===== src/rtl/ex_stage_pkg.sv =====
// ============================================================================
// Module      : ex_stage_pkg
// Description : Shared widths, ALU operation codes, operand-form codes, the
//               EX/MEM register record and a forwarding-match helper for the
//               execute stage.
// Ports       : none (package)
// Revision    : 1.0 - initial release
// ============================================================================
`default_nettype none

package ex_stage_pkg;

  localparam int WORD_WIDTH        = 32;
  localparam int DATA_WIDTH_ALU_OP = 5;
  localparam int REG_ADDR_WIDTH    = 5;

  // ALU operation codes. R-type ops take (rs1, rs2) on (in_0, in_1);
  // I-type ops take (imm, rs1) on (in_0, in_1).
  localparam logic [DATA_WIDTH_ALU_OP-1:0] ALU_OP_ADD   = 5'd0;
  localparam logic [DATA_WIDTH_ALU_OP-1:0] ALU_OP_SUB   = 5'd1;
  localparam logic [DATA_WIDTH_ALU_OP-1:0] ALU_OP_SLL   = 5'd2;
  localparam logic [DATA_WIDTH_ALU_OP-1:0] ALU_OP_SLT   = 5'd3;
  localparam logic [DATA_WIDTH_ALU_OP-1:0] ALU_OP_SLTU  = 5'd4;
  localparam logic [DATA_WIDTH_ALU_OP-1:0] ALU_OP_XOR   = 5'd5;
  localparam logic [DATA_WIDTH_ALU_OP-1:0] ALU_OP_SRL   = 5'd6;
  localparam logic [DATA_WIDTH_ALU_OP-1:0] ALU_OP_SRA   = 5'd7;
  localparam logic [DATA_WIDTH_ALU_OP-1:0] ALU_OP_OR    = 5'd8;
  localparam logic [DATA_WIDTH_ALU_OP-1:0] ALU_OP_AND   = 5'd9;
  localparam logic [DATA_WIDTH_ALU_OP-1:0] ALU_OP_ADDI  = 5'd10;
  localparam logic [DATA_WIDTH_ALU_OP-1:0] ALU_OP_SLTI  = 5'd11;
  localparam logic [DATA_WIDTH_ALU_OP-1:0] ALU_OP_SLTIU = 5'd12;
  localparam logic [DATA_WIDTH_ALU_OP-1:0] ALU_OP_XORI  = 5'd13;
  localparam logic [DATA_WIDTH_ALU_OP-1:0] ALU_OP_ORI   = 5'd14;
  localparam logic [DATA_WIDTH_ALU_OP-1:0] ALU_OP_ANDI  = 5'd15;
  localparam logic [DATA_WIDTH_ALU_OP-1:0] ALU_OP_SLLI  = 5'd16;
  localparam logic [DATA_WIDTH_ALU_OP-1:0] ALU_OP_SRLI  = 5'd17;
  localparam logic [DATA_WIDTH_ALU_OP-1:0] ALU_OP_SRAI  = 5'd18;
  localparam logic [DATA_WIDTH_ALU_OP-1:0] ALU_OP_LUI   = 5'd19;
  localparam logic [DATA_WIDTH_ALU_OP-1:0] ALU_OP_AUIPC = 5'd20;

  // Operand forms presented by decode.
  localparam logic [1:0] OP_TYPE_R     = 2'd0;
  localparam logic [1:0] OP_TYPE_I     = 2'd1;
  localparam logic [1:0] OP_TYPE_LUI   = 2'd2;
  localparam logic [1:0] OP_TYPE_AUIPC = 2'd3;

  // Contents of the EX/MEM pipeline register.
  typedef struct packed {
    logic                      valid;
    logic [WORD_WIDTH-1:0]     alu_out;
    logic [WORD_WIDTH-1:0]     store_data;
    logic [REG_ADDR_WIDTH-1:0] rd_addr;
    logic                      rd_we;
    logic                      is_load;
    logic                      is_store;
  } ex_mem_t;

  // A producer matches a source when it is enabled, targets the same
  // register, and that register is not x0 (x0 is never forwarded).
  function automatic logic reg_match(input logic                      en,
                                     input logic [REG_ADDR_WIDTH-1:0] rd,
                                     input logic [REG_ADDR_WIDTH-1:0] rs);
    return en && (rd != '0) && (rd == rs);
  endfunction

endpackage

`default_nettype wire


===== src/rtl/ex_stage_if.sv =====
// ============================================================================
// Module      : ex_stage_if
// Description : Bundle of ID/EX inputs, writeback/control inputs and EX/MEM
//               outputs of the execute stage.
// Modports    : master - pipeline side (drives id_*, wb_*, mem_stall,
//                        ex_flush; observes load_use_stall and ex_*)
//               slave  - execute stage
// Revision    : 1.0 - initial release
// ============================================================================
`default_nettype none

interface ex_stage_if;
  import ex_stage_pkg::*;

  logic                         id_valid;
  logic [DATA_WIDTH_ALU_OP-1:0] id_alu_op;
  logic [1:0]                   id_op_type;
  logic [REG_ADDR_WIDTH-1:0]    id_rs1_addr;
  logic [REG_ADDR_WIDTH-1:0]    id_rs2_addr;
  logic                         id_rs1_used;
  logic                         id_rs2_used;
  logic [WORD_WIDTH-1:0]        id_rs1_data;
  logic [WORD_WIDTH-1:0]        id_rs2_data;
  logic [WORD_WIDTH-1:0]        id_imm;
  logic [WORD_WIDTH-1:0]        id_pc;
  logic [REG_ADDR_WIDTH-1:0]    id_rd_addr;
  logic                         id_rd_we;
  logic                         id_is_load;
  logic                         id_is_store;

  logic                         wb_rd_we;
  logic [REG_ADDR_WIDTH-1:0]    wb_rd_addr;
  logic [WORD_WIDTH-1:0]        wb_rd_data;

  logic                         mem_stall;
  logic                         ex_flush;

  logic                         load_use_stall;
  logic                         ex_valid;
  logic [WORD_WIDTH-1:0]        ex_alu_out;
  logic [WORD_WIDTH-1:0]        ex_store_data;
  logic [REG_ADDR_WIDTH-1:0]    ex_rd_addr;
  logic                         ex_rd_we;
  logic                         ex_is_load;
  logic                         ex_is_store;

  modport master (
    output id_valid, id_alu_op, id_op_type, id_rs1_addr, id_rs2_addr,
           id_rs1_used, id_rs2_used, id_rs1_data, id_rs2_data, id_imm,
           id_pc, id_rd_addr, id_rd_we, id_is_load, id_is_store,
           wb_rd_we, wb_rd_addr, wb_rd_data, mem_stall, ex_flush,
    input  load_use_stall, ex_valid, ex_alu_out, ex_store_data,
           ex_rd_addr, ex_rd_we, ex_is_load, ex_is_store
  );

  modport slave (
    input  id_valid, id_alu_op, id_op_type, id_rs1_addr, id_rs2_addr,
           id_rs1_used, id_rs2_used, id_rs1_data, id_rs2_data, id_imm,
           id_pc, id_rd_addr, id_rd_we, id_is_load, id_is_store,
           wb_rd_we, wb_rd_addr, wb_rd_data, mem_stall, ex_flush,
    output load_use_stall, ex_valid, ex_alu_out, ex_store_data,
           ex_rd_addr, ex_rd_we, ex_is_load, ex_is_store
  );

endinterface

`default_nettype wire


===== src/rtl/ex_stage_alu.sv =====
// ============================================================================
// Module      : ex_stage_alu
// Description : Combinational integer ALU. Arithmetic wraps modulo 2^32.
// Ports       : alu_op  in  operation code
//               in_0    in  R-type: rs1      | I/LUI/AUIPC: immediate
//               in_1    in  R-type: rs2      | I: rs1 | AUIPC: pc | LUI: 0
//               out     out result
// Revision    : 1.0 - initial release
// ============================================================================
`default_nettype none

module ex_stage_alu
  import ex_stage_pkg::*;
(
  input  logic [DATA_WIDTH_ALU_OP-1:0] alu_op,
  input  logic [WORD_WIDTH-1:0]        in_0,
  input  logic [WORD_WIDTH-1:0]        in_1,
  output logic [WORD_WIDTH-1:0]        out
);

  // U-type immediates arrive right-aligned; the shift into place lives here.
  logic [WORD_WIDTH-1:0] w_upper;
  assign w_upper = in_0 << 12;

  always_comb begin
    out = '0;
    case (alu_op)
      ALU_OP_ADD:   out = in_0 + in_1;
      ALU_OP_SUB:   out = in_0 - in_1;
      ALU_OP_SLL:   out = in_0 << in_1[4:0];
      ALU_OP_SLT:   out = {31'd0, $signed(in_0) < $signed(in_1)};
      ALU_OP_SLTU:  out = {31'd0, in_0 < in_1};
      ALU_OP_XOR:   out = in_0 ^ in_1;
      ALU_OP_SRL:   out = in_0 >> in_1[4:0];
      ALU_OP_SRA:   out = $unsigned($signed(in_0) >>> in_1[4:0]);
      ALU_OP_OR:    out = in_0 | in_1;
      ALU_OP_AND:   out = in_0 & in_1;
      // Immediate forms: operand order is swapped (imm on in_0, rs1 on in_1).
      ALU_OP_ADDI:  out = in_1 + in_0;
      ALU_OP_SLTI:  out = {31'd0, $signed(in_1) < $signed(in_0)};
      ALU_OP_SLTIU: out = {31'd0, in_1 < in_0};
      ALU_OP_XORI:  out = in_1 ^ in_0;
      ALU_OP_ORI:   out = in_1 | in_0;
      ALU_OP_ANDI:  out = in_1 & in_0;
      ALU_OP_SLLI:  out = in_1 << in_0[4:0];
      ALU_OP_SRLI:  out = in_1 >> in_0[4:0];
      ALU_OP_SRAI:  out = $unsigned($signed(in_1) >>> in_0[4:0]);
      ALU_OP_LUI:   out = w_upper;
      ALU_OP_AUIPC: out = w_upper + in_1;
      default:      out = '0;
    endcase
  end

endmodule

`default_nettype wire


===== src/rtl/ex_stage.sv =====
// ============================================================================
// Module      : ex_stage
// Description : Pipeline execute stage. Forwards operands from EX/MEM and WB,
//               selects ALU operands by instruction form, detects load-use
//               hazards and registers results into the EX/MEM register.
// Ports       : clk  in   pipeline clock
//               rst  in   synchronous active-high reset
//               bus  slave modport of ex_stage_if:
//                    id_*            ID/EX instruction fields
//                    wb_*            writeback forwarding source
//                    mem_stall       hold EX/MEM
//                    ex_flush        kill instruction entering EX/MEM
//                    load_use_stall  combinational upstream hold request
//                    ex_*            registered EX/MEM outputs
// Revision    : 1.0 - initial release
// ============================================================================
`default_nettype none

module ex_stage
  import ex_stage_pkg::*;
(
  input  logic    clk,
  input  logic    rst,
  ex_stage_if.slave bus
);

  ex_mem_t               r_ex;

  logic                  w_ex_fwd_en;
  logic [WORD_WIDTH-1:0] w_fwd_rs1;
  logic [WORD_WIDTH-1:0] w_fwd_rs2;
  logic [WORD_WIDTH-1:0] w_alu_in_0;
  logic [WORD_WIDTH-1:0] w_alu_in_1;
  logic [WORD_WIDTH-1:0] w_alu_out;
  logic                  w_load_use;

  // A load's EX/MEM value is an address, not the loaded data, so loads are
  // excluded from EX/MEM forwarding; the hazard logic covers that case.
  assign w_ex_fwd_en = r_ex.valid & r_ex.rd_we & ~r_ex.is_load;

  always_comb begin
    w_fwd_rs1 = bus.id_rs1_data;
    if (reg_match(w_ex_fwd_en, r_ex.rd_addr, bus.id_rs1_addr))
      w_fwd_rs1 = r_ex.alu_out;
    else if (reg_match(bus.wb_rd_we, bus.wb_rd_addr, bus.id_rs1_addr))
      w_fwd_rs1 = bus.wb_rd_data;
  end

  always_comb begin
    w_fwd_rs2 = bus.id_rs2_data;
    if (reg_match(w_ex_fwd_en, r_ex.rd_addr, bus.id_rs2_addr))
      w_fwd_rs2 = r_ex.alu_out;
    else if (reg_match(bus.wb_rd_we, bus.wb_rd_addr, bus.id_rs2_addr))
      w_fwd_rs2 = bus.wb_rd_data;
  end

  always_comb begin
    w_alu_in_0 = bus.id_imm;
    w_alu_in_1 = '0;
    case (bus.id_op_type)
      OP_TYPE_R: begin
        w_alu_in_0 = w_fwd_rs1;
        w_alu_in_1 = w_fwd_rs2;
      end
      OP_TYPE_I:     w_alu_in_1 = w_fwd_rs1;
      OP_TYPE_LUI:   w_alu_in_1 = '0;
      OP_TYPE_AUIPC: w_alu_in_1 = bus.id_pc;
      default:       w_alu_in_1 = '0;
    endcase
  end

  ex_stage_alu u_alu (
    .alu_op (bus.id_alu_op),
    .in_0   (w_alu_in_0),
    .in_1   (w_alu_in_1),
    .out    (w_alu_out)
  );

  // Only sources the instruction really reads can create a hazard.
  assign w_load_use = r_ex.valid & r_ex.is_load & r_ex.rd_we &
                      (r_ex.rd_addr != '0) & bus.id_valid &
                      ((bus.id_rs1_used & (r_ex.rd_addr == bus.id_rs1_addr)) |
                       (bus.id_rs2_used & (r_ex.rd_addr == bus.id_rs2_addr)));

  always_ff @(posedge clk) begin
    if (rst) begin
      r_ex <= '0;
    end else if (bus.mem_stall) begin
      // Hold everything; a flush arriving now is dropped and must be
      // re-asserted once the stall clears.
      r_ex <= r_ex;
    end else if (bus.ex_flush || w_load_use) begin
      // Bubble: data fields are left as-is since nothing downstream uses them.
      r_ex.valid    <= 1'b0;
      r_ex.rd_we    <= 1'b0;
      r_ex.is_load  <= 1'b0;
      r_ex.is_store <= 1'b0;
    end else begin
      r_ex.valid      <= bus.id_valid;
      r_ex.alu_out    <= w_alu_out;
      r_ex.store_data <= w_fwd_rs2;
      r_ex.rd_addr    <= bus.id_rd_addr;
      r_ex.rd_we      <= bus.id_rd_we    & bus.id_valid;
      r_ex.is_load    <= bus.id_is_load  & bus.id_valid;
      r_ex.is_store   <= bus.id_is_store & bus.id_valid;
    end
  end

  assign bus.load_use_stall = w_load_use;
  assign bus.ex_valid       = r_ex.valid;
  assign bus.ex_alu_out     = r_ex.alu_out;
  assign bus.ex_store_data  = r_ex.store_data;
  assign bus.ex_rd_addr     = r_ex.rd_addr;
  assign bus.ex_rd_we       = r_ex.rd_we;
  assign bus.ex_is_load     = r_ex.is_load;
  assign bus.ex_is_store    = r_ex.is_store;

endmodule

`default_nettype wire


===== src/flat_wrapper.sv =====
// flat-port wrapper written by rule: the top's interface ports become plain ports
module ex_stage_flat import ex_stage_pkg::*;
  (clk, rst, bus_id_valid, bus_id_alu_op, bus_id_op_type, bus_id_rs1_addr, bus_id_rs2_addr, bus_id_rs1_used, bus_id_rs2_used, bus_id_rs1_data, bus_id_rs2_data, bus_id_imm, bus_id_pc, bus_id_rd_addr, bus_id_rd_we, bus_id_is_load, bus_id_is_store, bus_wb_rd_we, bus_wb_rd_addr, bus_wb_rd_data, bus_mem_stall, bus_ex_flush, bus_load_use_stall, bus_ex_valid, bus_ex_alu_out, bus_ex_store_data, bus_ex_rd_addr, bus_ex_rd_we, bus_ex_is_load, bus_ex_is_store);
  ex_stage_if bus_i ();
  input  logic clk;
  input  logic rst;
  input wire logic [$bits(bus_i.id_valid)-1:0] bus_id_valid;
  input wire logic [$bits(bus_i.id_alu_op)-1:0] bus_id_alu_op;
  input wire logic [$bits(bus_i.id_op_type)-1:0] bus_id_op_type;
  input wire logic [$bits(bus_i.id_rs1_addr)-1:0] bus_id_rs1_addr;
  input wire logic [$bits(bus_i.id_rs2_addr)-1:0] bus_id_rs2_addr;
  input wire logic [$bits(bus_i.id_rs1_used)-1:0] bus_id_rs1_used;
  input wire logic [$bits(bus_i.id_rs2_used)-1:0] bus_id_rs2_used;
  input wire logic [$bits(bus_i.id_rs1_data)-1:0] bus_id_rs1_data;
  input wire logic [$bits(bus_i.id_rs2_data)-1:0] bus_id_rs2_data;
  input wire logic [$bits(bus_i.id_imm)-1:0] bus_id_imm;
  input wire logic [$bits(bus_i.id_pc)-1:0] bus_id_pc;
  input wire logic [$bits(bus_i.id_rd_addr)-1:0] bus_id_rd_addr;
  input wire logic [$bits(bus_i.id_rd_we)-1:0] bus_id_rd_we;
  input wire logic [$bits(bus_i.id_is_load)-1:0] bus_id_is_load;
  input wire logic [$bits(bus_i.id_is_store)-1:0] bus_id_is_store;
  input wire logic [$bits(bus_i.wb_rd_we)-1:0] bus_wb_rd_we;
  input wire logic [$bits(bus_i.wb_rd_addr)-1:0] bus_wb_rd_addr;
  input wire logic [$bits(bus_i.wb_rd_data)-1:0] bus_wb_rd_data;
  input wire logic [$bits(bus_i.mem_stall)-1:0] bus_mem_stall;
  input wire logic [$bits(bus_i.ex_flush)-1:0] bus_ex_flush;
  output wire logic [$bits(bus_i.load_use_stall)-1:0] bus_load_use_stall;
  output wire logic [$bits(bus_i.ex_valid)-1:0] bus_ex_valid;
  output wire logic [$bits(bus_i.ex_alu_out)-1:0] bus_ex_alu_out;
  output wire logic [$bits(bus_i.ex_store_data)-1:0] bus_ex_store_data;
  output wire logic [$bits(bus_i.ex_rd_addr)-1:0] bus_ex_rd_addr;
  output wire logic [$bits(bus_i.ex_rd_we)-1:0] bus_ex_rd_we;
  output wire logic [$bits(bus_i.ex_is_load)-1:0] bus_ex_is_load;
  output wire logic [$bits(bus_i.ex_is_store)-1:0] bus_ex_is_store;
  assign bus_i.id_valid = bus_id_valid;
  assign bus_i.id_alu_op = bus_id_alu_op;
  assign bus_i.id_op_type = bus_id_op_type;
  assign bus_i.id_rs1_addr = bus_id_rs1_addr;
  assign bus_i.id_rs2_addr = bus_id_rs2_addr;
  assign bus_i.id_rs1_used = bus_id_rs1_used;
  assign bus_i.id_rs2_used = bus_id_rs2_used;
  assign bus_i.id_rs1_data = bus_id_rs1_data;
  assign bus_i.id_rs2_data = bus_id_rs2_data;
  assign bus_i.id_imm = bus_id_imm;
  assign bus_i.id_pc = bus_id_pc;
  assign bus_i.id_rd_addr = bus_id_rd_addr;
  assign bus_i.id_rd_we = bus_id_rd_we;
  assign bus_i.id_is_load = bus_id_is_load;
  assign bus_i.id_is_store = bus_id_is_store;
  assign bus_i.wb_rd_we = bus_wb_rd_we;
  assign bus_i.wb_rd_addr = bus_wb_rd_addr;
  assign bus_i.wb_rd_data = bus_wb_rd_data;
  assign bus_i.mem_stall = bus_mem_stall;
  assign bus_i.ex_flush = bus_ex_flush;
  assign bus_load_use_stall = bus_i.load_use_stall;
  assign bus_ex_valid = bus_i.ex_valid;
  assign bus_ex_alu_out = bus_i.ex_alu_out;
  assign bus_ex_store_data = bus_i.ex_store_data;
  assign bus_ex_rd_addr = bus_i.ex_rd_addr;
  assign bus_ex_rd_we = bus_i.ex_rd_we;
  assign bus_ex_is_load = bus_i.ex_is_load;
  assign bus_ex_is_store = bus_i.ex_is_store;
  ex_stage u_core (.clk(clk), .rst(rst), .bus(bus_i));
endmodule

===== config.mk =====
export PLATFORM = sky130hd
export DESIGN_NAME = ex_stage_flat
export DESIGN_NICKNAME = d
export VERILOG_FILES = /design/src/rtl/ex_stage_pkg.sv /design/src/rtl/ex_stage_if.sv /design/src/rtl/ex_stage_alu.sv /design/src/rtl/ex_stage.sv /design/src/flat_wrapper.sv
export SDC_FILE = /design/constraint.sdc
export NUM_CORES = 1
export LEC_CHECK = 0
export CELL_PAD_IN_SITES_DETAIL_PLACEMENT = 0
export CELL_PAD_IN_SITES_GLOBAL_PLACEMENT = 2
export CORE_UTILIZATION = 35
export CTS_CLUSTER_DIAMETER = 100
export DETAILED_ROUTE_END_ITERATION = 10
export PLACE_DENSITY_LB_ADDON = 0.3
export SYNTH_ARGS = -nofsm -noshare
export SYNTH_HDL_FRONTEND = slang
export SYNTH_HIERARCHICAL = 1
export SYNTH_SLANG_ARGS = --single-unit

===== constraint.sdc =====
create_clock -name clk -period 10.9 [get_ports clk]
set_clock_uncertainty 0.2 [all_clocks]
set_input_delay 2.18 -clock clk [delete_from_list [all_inputs] [get_ports clk]]
set_output_delay 2.18 -clock clk [all_outputs]
set_load 0.01 [all_outputs]

; ---- Word level (Yosys, flattened, before mapping)
; Cells that the tools add are included.
[op_classes]
n_eq_ne = 27
shift = 6
n_addsub = 3
muxes = 9
bitwise = 19
reduce_logical = 16
n_lt_le_gt_ge = 4
[op_table]
columns = operator, n
row1 = 32-bit one-hot mux with 17 select lines, 1
row2 = 32-bit 2-to-1 mux, 5
row3 = 32-bit less-than comparator, 4
row4 = 32-bit one-hot mux with 4 select lines, 1
row5 = 32-bit adder, 2
row6 = 32-bit by 5-bit left shift with 32-bit output, 2
row7 = 32-bit by 5-bit right shift with 32-bit output, 2
row8 = 32-bit by 5-bit >>> shifter with 32-bit output, 2
row9 = "5-bit by 4-bit == test with 1-bit output, second input constant", 8
row10 = 32-bit AND, 1
row11 = 32-bit bitwise OR, 1
row12 = 32-bit subtractor, 1
row13 = 32-bit bitwise XOR, 1
row14 = "5-bit == test, second input constant", 5
row15 = "5-bit by 3-bit == test with 1-bit output, second input constant", 4
row16 = 5-bit == test, 4
row17 = 1-bit AND, 12
row18 = "5-bit by 2-bit == test with 1-bit output, second input constant", 2
row19 = 5-bit nonzero test, 2
row20 = 2-bit OR reduction, 4
row21 = 1-bit logical AND, 6
row22 = "5-bit by 1-bit == test with 1-bit output, second input constant", 1
row23 = 5-bit logical NOT, 1
row24 = "2-bit == test, second input constant", 2
row25 = 8 further kinds, 10
[totals]
input_bits = 198
reg_bits = 73
output_inout_bits = 74

; ---- Longest topological paths before layout
[logic_depth]
ltp_word = 8
depth_mapped = 26
depth_no_buf = 21

; ---- Cells and area by module
; Netlist, hierarchy kept.
[modules_own_cells]
columns = module, cells_each, area_per_inst_um2, instances
row1 = ex_stage_alu, 2112, 14302.5, 1
row2 = ex_stage, 823, 5760.5, 1

; ---- Worst setup path before layout
; Ideal clock, no wire load.
[synth_timing]
path_type = input -> register
startpoint = in bus_wb_rd_addr[1]
endpoint = reg u_core.r_ex (netlist bit u_core/bus.ex_alu_out[26])
path_slack_ns = 2.929
cell_stages = 25
n_path_buf = 6
arrival_ns = 7.639
cell_sequence = or4_1 -> o21a_1 -> nand3_2 -> buf_2 -> mux2_2 -> o211ai_1 -> nand3_1 -> clkbuf_1 -> inv_1 -> clkbuf_1 -> clkbuf_1 -> clkbuf_1 -> ha_1 -> clkbuf_1 -> nor3_1 -> o21ai_0 -> a31oi_1 -> a211o_1 -> a21oi_1 -> o21ai_0 -> a21boi_0 -> xor2_1 -> a211o_1 -> nand3_1 -> a21oi_1
[synth_between]
elab_chain_cells = 8
elab_cells_between_ends = 25
cone_classes = add/sub: 3 / eq/ne: 2 / shift: 6 / mux: 7 / bitwise: 3 / reduce/logical: 4
[synth_lines]
columns = item, line
row1 = from (decl), flat_wrapper.sv:23  ; input wire logic [$bits(bus_i.wb_rd_addr)-1:0] bus_wb_rd_addr;
row2 = 5-bit nonzero test, ex_stage_pkg.sv:63  ; return en && (rd != '0) && (rd == rs);
row3 = 1-bit logical AND (2 in series), ex_stage_pkg.sv:63
row4 = "32-bit 2-to-1 mux, on equally long branches", "ex_stage.sv:45, ex_stage.sv:53"
row5 = "32-bit 2-to-1 mux, on equally long branches", "ex_stage.sv:43, ex_stage.sv:51"
row6 = 32-bit one-hot mux with 4 select lines (*), ex_stage.sv:60  ; case (bus.id_op_type)
row7 = net u_core.w_alu_in_1[3], ex_stage.sv:33  ; logic [WORD_WIDTH-1:0] w_alu_in_1;
row8 = 32-bit adder (tied with other cells), ex_stage_alu.sv:49  ; ALU_OP_AUIPC: out = w_upper + in_1;
row9 = 32-bit one-hot mux with 17 select lines (*), ex_stage_alu.sv:27  ; case (alu_op)
row10 = net u_core.w_alu_out[26], ex_stage.sv:34  ; logic [WORD_WIDTH-1:0] w_alu_out;
row11 = to (signal assigned), ex_stage.sv:91  ; r_ex <= r_ex;
row12 = to (decl), ex_stage.sv:27  ; ex_mem_t r_ex;
; Mark *: on every way through the listed nets, which the timed path passes. The rest lies on a longest branch.
; A chain may end at the register's enable or synchronous reset.

; ---- Worst setup path in the final report
[layout_timing]
startpoint = in bus_id_rs2_addr[1]
endpoint = reg u_core.r_ex (netlist bit u_core/bus.ex_alu_out[31])
[layout_between]
elab_chain_cells = 7
elab_cells_between_ends = 26
cone_classes = add/sub: 3 / eq/ne: 2 / shift: 6 / mux: 4 / bitwise: 7 / reduce/logical: 4
[layout_lines]
columns = item, line
row1 = from (decl), flat_wrapper.sv:11  ; input wire logic [$bits(bus_i.id_rs2_addr)-1:0] bus_id_rs2_addr;
row2 = 5-bit == test, ex_stage_pkg.sv:63
row3 = 1-bit logical AND, ex_stage_pkg.sv:63
row4 = 32-bit 2-to-1 mux, ex_stage.sv:53  ; else if (reg_match(bus.wb_rd_we, bus.wb_rd_addr, bus.id_rs2_addr))
row5 = 32-bit 2-to-1 mux (*), ex_stage.sv:51  ; if (reg_match(w_ex_fwd_en, r_ex.rd_addr, bus.id_rs2_addr))
row6 = 32-bit one-hot mux with 4 select lines (*), ex_stage.sv:60
row7 = net u_core.w_alu_in_1[1], ex_stage.sv:33
row8 = 32-bit adder (tied with other cells), ex_stage_alu.sv:49
row9 = 32-bit one-hot mux with 17 select lines (*), ex_stage_alu.sv:27
row10 = net u_core.w_alu_out[31], ex_stage.sv:34
; Marks and branches as above.

==> results.md <==
Yosys:
- The mean instance size in the synthesized netlist is about 6.8 sq um.
- Counting flops with an async set or reset pin after synthesis yields a share of 0%.
- The synthesized instance count is roughly 2900.
- For this run, the register share of the synthesized area comes to under 10%.
- Yosys mapped a number of flops with a built-in enable equal to 0.
- The most used flip-flop cell after synthesis is dfxtp_1.
- The total number of yosys warnings is 6.
- In this run, synthesis produced a sequential element count of 73.
- The number of nets produced by synthesis is 3283.
- The netlist area before placement is roughly 20000 sq um.
- After synthesis, the netlist uses 91 different library cells.

Floorplanning:
- The die span in x is ~240 um.
- The core region is ~56000 sq um.
- The initial utilization of the core area, before any placement, comes to 35.51%.
- The floorplan step defined a die boundary enclosing between 50000 and 60000 sq um.
- In this run the core area contains 87 standard-cell rows.
- The floorplan step set the die height to 241.4 um.
- Pin placement for this block handled between 200 and 300 I/O pins.

Job:
- Max-cap violations in this run came to 1.

Outcome:
- The final reports fail on capacitance limit, slew limit.
- The run finished, with violations left.

STA:
- The final cycle utilization of the critical path is between 80% and 90%.
- The transition at the pin with the smallest max-transition slack is approximately 1500 ps.
- Setup repair after global routing left no endpoint under its margin.
- The post-route worst setup slack is about 1200 ps.
- The peak clock frequency supported by timing is just over 100 MHz.
- The worst slew margin relative to its limit is -2.235%.
- The number of failing hold endpoints at the final stage is 0.
- The worst hold slack across all endpoints is about 280 ps.
- The clock period minus worst slack is 9699 ps.
- The final number of setup-violating endpoints is 0.
- The max-slew violation count is 11.
- The final sum of negative setup slack is 0 ps.

Power and ir drop:
- For this design the ratio of total power to cell area is 95.03 nW/um^2.
- Summed over all cells, the static leakage comes to around 0.0092 uW.
- IR analysis of the VDD net gives a maximum drop of approximately 84 uV.

Worst setup path:
- The worst register-to-register path begins at u_core/bus.ex_rd_addr[0]$_SDFFE_PP0P_.
- The launch point of the worst path is bus_id_rs2_addr[1].
- The maximum fanout count along the critical path is 32.
- The end of the worst register-to-register path is u_core/bus.ex_alu_out[31]$_SDFFE_PP0P_.
- The category of the worst setup path launch point is an input pin.
- The flop-to-flop setup slack is 2850 ps.
- The data required time of the worst path is 10930 ps.
- The critical path ends at u_core/bus.ex_alu_out[31]$_SDFFE_PP0P_.
- The critical path start-end classification is input pin to register.
- At the worst endpoint, the arrival time is roughly 9700 ps.
- The number of cells on the worst reg-to-reg path is 20.
- The category of the worst setup path capture point is a register.

Place:
- The number of port buffers is between 200 and 300.
- The final HPWL from detailed placement is ~110000 um.
- After detailed placement, the total cell area comes to 23540 sq um.
- The setup slack after placement is approximately 1400 ps.
- The congestion estimate from routability-driven global placement came to around 1.1.

Final layout:
- From synthesis to final layout, the design area changed by 18.82%.
- The register cell area after layout is between 1000 and 1500 sq um.
- The finished layout cell area is approximately 24000 sq um.
- The multi-input combinational cell area is ~17000 sq um.
- In the layout the commonest cells are nand2_1 (296), nor2_1 (270), clkdlybuf4s50_1 (269), a21oi_1 (267), o21ai_0 (226).
- The net total in the final layout is ~3400.
- The layout cell share with drive strength beyond 1 is under 10%.
- The number of filler instances in the final layout is roughly 6000.
- The commonest non-fill, non-tap cell in the layout is nand2_1.

GRT:
- The first global-routing pass estimated approximately 190000 um of wire.
- The via count of the first global-routing pass was 25343.
- The number of antenna violations at the first check in global routing is 7.
- Entering global routing, the biggest net connects just over 90 pins.
- Global routing finished with a remaining overflow of 0.
- For this run, the total global-route usage over all layers was measured as between 40% and 50%.

Clock tree:
- The number of CTS-inserted buffers is 9.
- Buffers added to address setup during post-CTS repair amount to 0.
- Clock-pin slew was measured on the worst setup and hold paths at 70 ps.
- The CTS root buffer is clkbuf_16.
- The maximum number of buffers from clock root to sink is 2.
- Clock latency on the worst-skew pair, taken at its later pin, is 380 ps.
- The number of levels in the clock H-tree is 3.
- Counting every sink on the clock net gives 73.
- Buffers inserted to repair hold after CTS numbered 0.
- The TritonCTS clock tree is yes.
- Post-CTS repair changed the size of 0 cells.

Detailed routing:
- In the routed design, unresolved DRC markers number 0.
- The overall routed net length is 136900 um.
- The routed wirelength normalized by instance count is around 36 um.
- Using the TritonRoute via totals, the vias-per-cell ratio works out to about 7.1.
- The detail route stage leaves a number of antenna-violating nets equal to 0.
- Across all layers, the routed design uses 27000 vias.
- The detailed router finished its first iteration with between 3000 and 4000 violations.
- The iteration count of the initial detailed-routing pass is 9.

Hold path:
- The worst hold path passes through 2 cells.
- The path type of the worst min-delay path is register to register.
synth_stat cells, types with 37 or more instances:
cell type / number / share of area, %
a211oi_1: 72 / 2.7
a21oi_1: 267 / 6.7
a31oi_1: 41 / 1.3
buf_2: 37 / 0.92
clkbuf_1: 184 / 3.4
dfxtp_1: 73 / 7.3
ha_1: 147 / 9.2
inv_1: 125 / 2.3
mux2_2: 67 / 3.8
mux2i_1: 114 / 5.7
mux4_2: 51 / 5.7
nand2_1: 299 / 5.6
nand3_1: 112 / 2.8
nor2_1: 274 / 5.1
nor3_1: 58 / 1.4
o211ai_1: 75 / 2.8
o21ai_0: 227 / 5.7
o22ai_1: 48 / 1.5
worst min-delay path by stage:
stage	startpoint	endpoint	slack, ps
4_1_cts	u_core/bus.ex_is_store$_SDFFE_PP0N_	u_core/bus.ex_is_store$_SDFFE_PP0N_	280
2_1_floorplan	u_core/bus.ex_is_store$_SDFFE_PP0N_	u_core/bus.ex_is_store$_SDFFE_PP0N_	290
3_3_place_gp	u_core/bus.ex_is_store$_SDFFE_PP0N_	u_core/bus.ex_is_store$_SDFFE_PP0N_	260
3_5_place_dp	u_core/bus.ex_store_data[31]$_SDFFE_PP0P_	u_core/bus.ex_store_data[31]$_SDFFE_PP0P_	260
6_report	u_core/bus.ex_store_data[0]$_SDFFE_PP0P_	u_core/bus.ex_store_data[0]$_SDFFE_PP0P_	280
5_1_grt	u_core/bus.ex_store_data[9]$_SDFFE_PP0P_	u_core/bus.ex_store_data[9]$_SDFFE_PP0P_	300
per-stage QoR:
step                      util [%]  cells  total power, uW
after CTS                    42.14   3818             2186
after global routing         42.18   3820             2329
after detailed placement     41.67   3803             1885
after floorplan                  -   2935             1234
final                        42.19   3823             2265
after global placement       41.67   3803             1885
critical path, cell delays in order:
cell and delay, ps:
clkdlybuf4s50_1 470, xnor2_1 260, nand4_1 510, or2_1 560, buf_4 300, a31oi_1 240, and2_1 190, a211o_4 410
inv_1 310, ha_1 450, a211oi_1 590, nor4_1 150, nor2_1 280, a41oi_1 440, a21o_1 370, a311oi_1 860
mux2i_1 180, a211oi_1 560, o211ai_1 170, nand3_1 110, a21oi_1 70
cells by family (layout without fill, tap and decap cells):
group                      count (synthesis)  count (layout)  synth area share [%]
buffers and inverters                    392             520                 8.001
and+or+nand+nor                          956             956                 22.21
other                                      0               4                     0
AOI/OAI and AO/OA                       1094            1094                 36.16
xor gates and xnor gates                  36              36                 1.572
adders and majority gates                150             150                 9.467
muxes                                    234             234                 15.30
DFF                                       73              73                 7.284
layer usage:
metal  global-route usage [%]  up-vias  wire, um
met3                    12.98      454     15860
li1                         -    11330         -
met4                    31.13        6     10490
met1                    55.94    13175     51780
met5                   0.9259        -        42
met2                    69.85     2035     58720
area by class of cell:
cell class                      instances  share of cell area (%)
Antenna cell                            4                 0.04199
Clock buffer                           11                   1.018
Clock inverter                          4                 0.08398
Inverter                              128                   2.016
Multi-Input combinational cell       2470                   71.88
Sequential cell                        73                   6.131
Tap cell                              756                   3.968
Timing Repair Buffer                  377                   14.86
registers in the layout, summed over array words and instances, names as in the netlist:
register	count
u_core/bus.ex_rd_we	1
u_core/bus.ex_rd_addr	5
u_core/bus.ex_is_store	1
u_core/bus.ex_is_load	1
u_core/bus.ex_alu_out	32
u_core/bus.ex_store_data	32
u_core/bus.ex_valid	1
report_power, final:
part	leakage (uW)	total [uW]	internal (uW)	switching, uW
sequential	0.000596	307	282	24.3
clock	0.000135	294	158	137
combinational	0.00850	1660	558	1110
total	0.00923	2270	998	1270
Note: power is estimated with default switching activity, not from simulation.
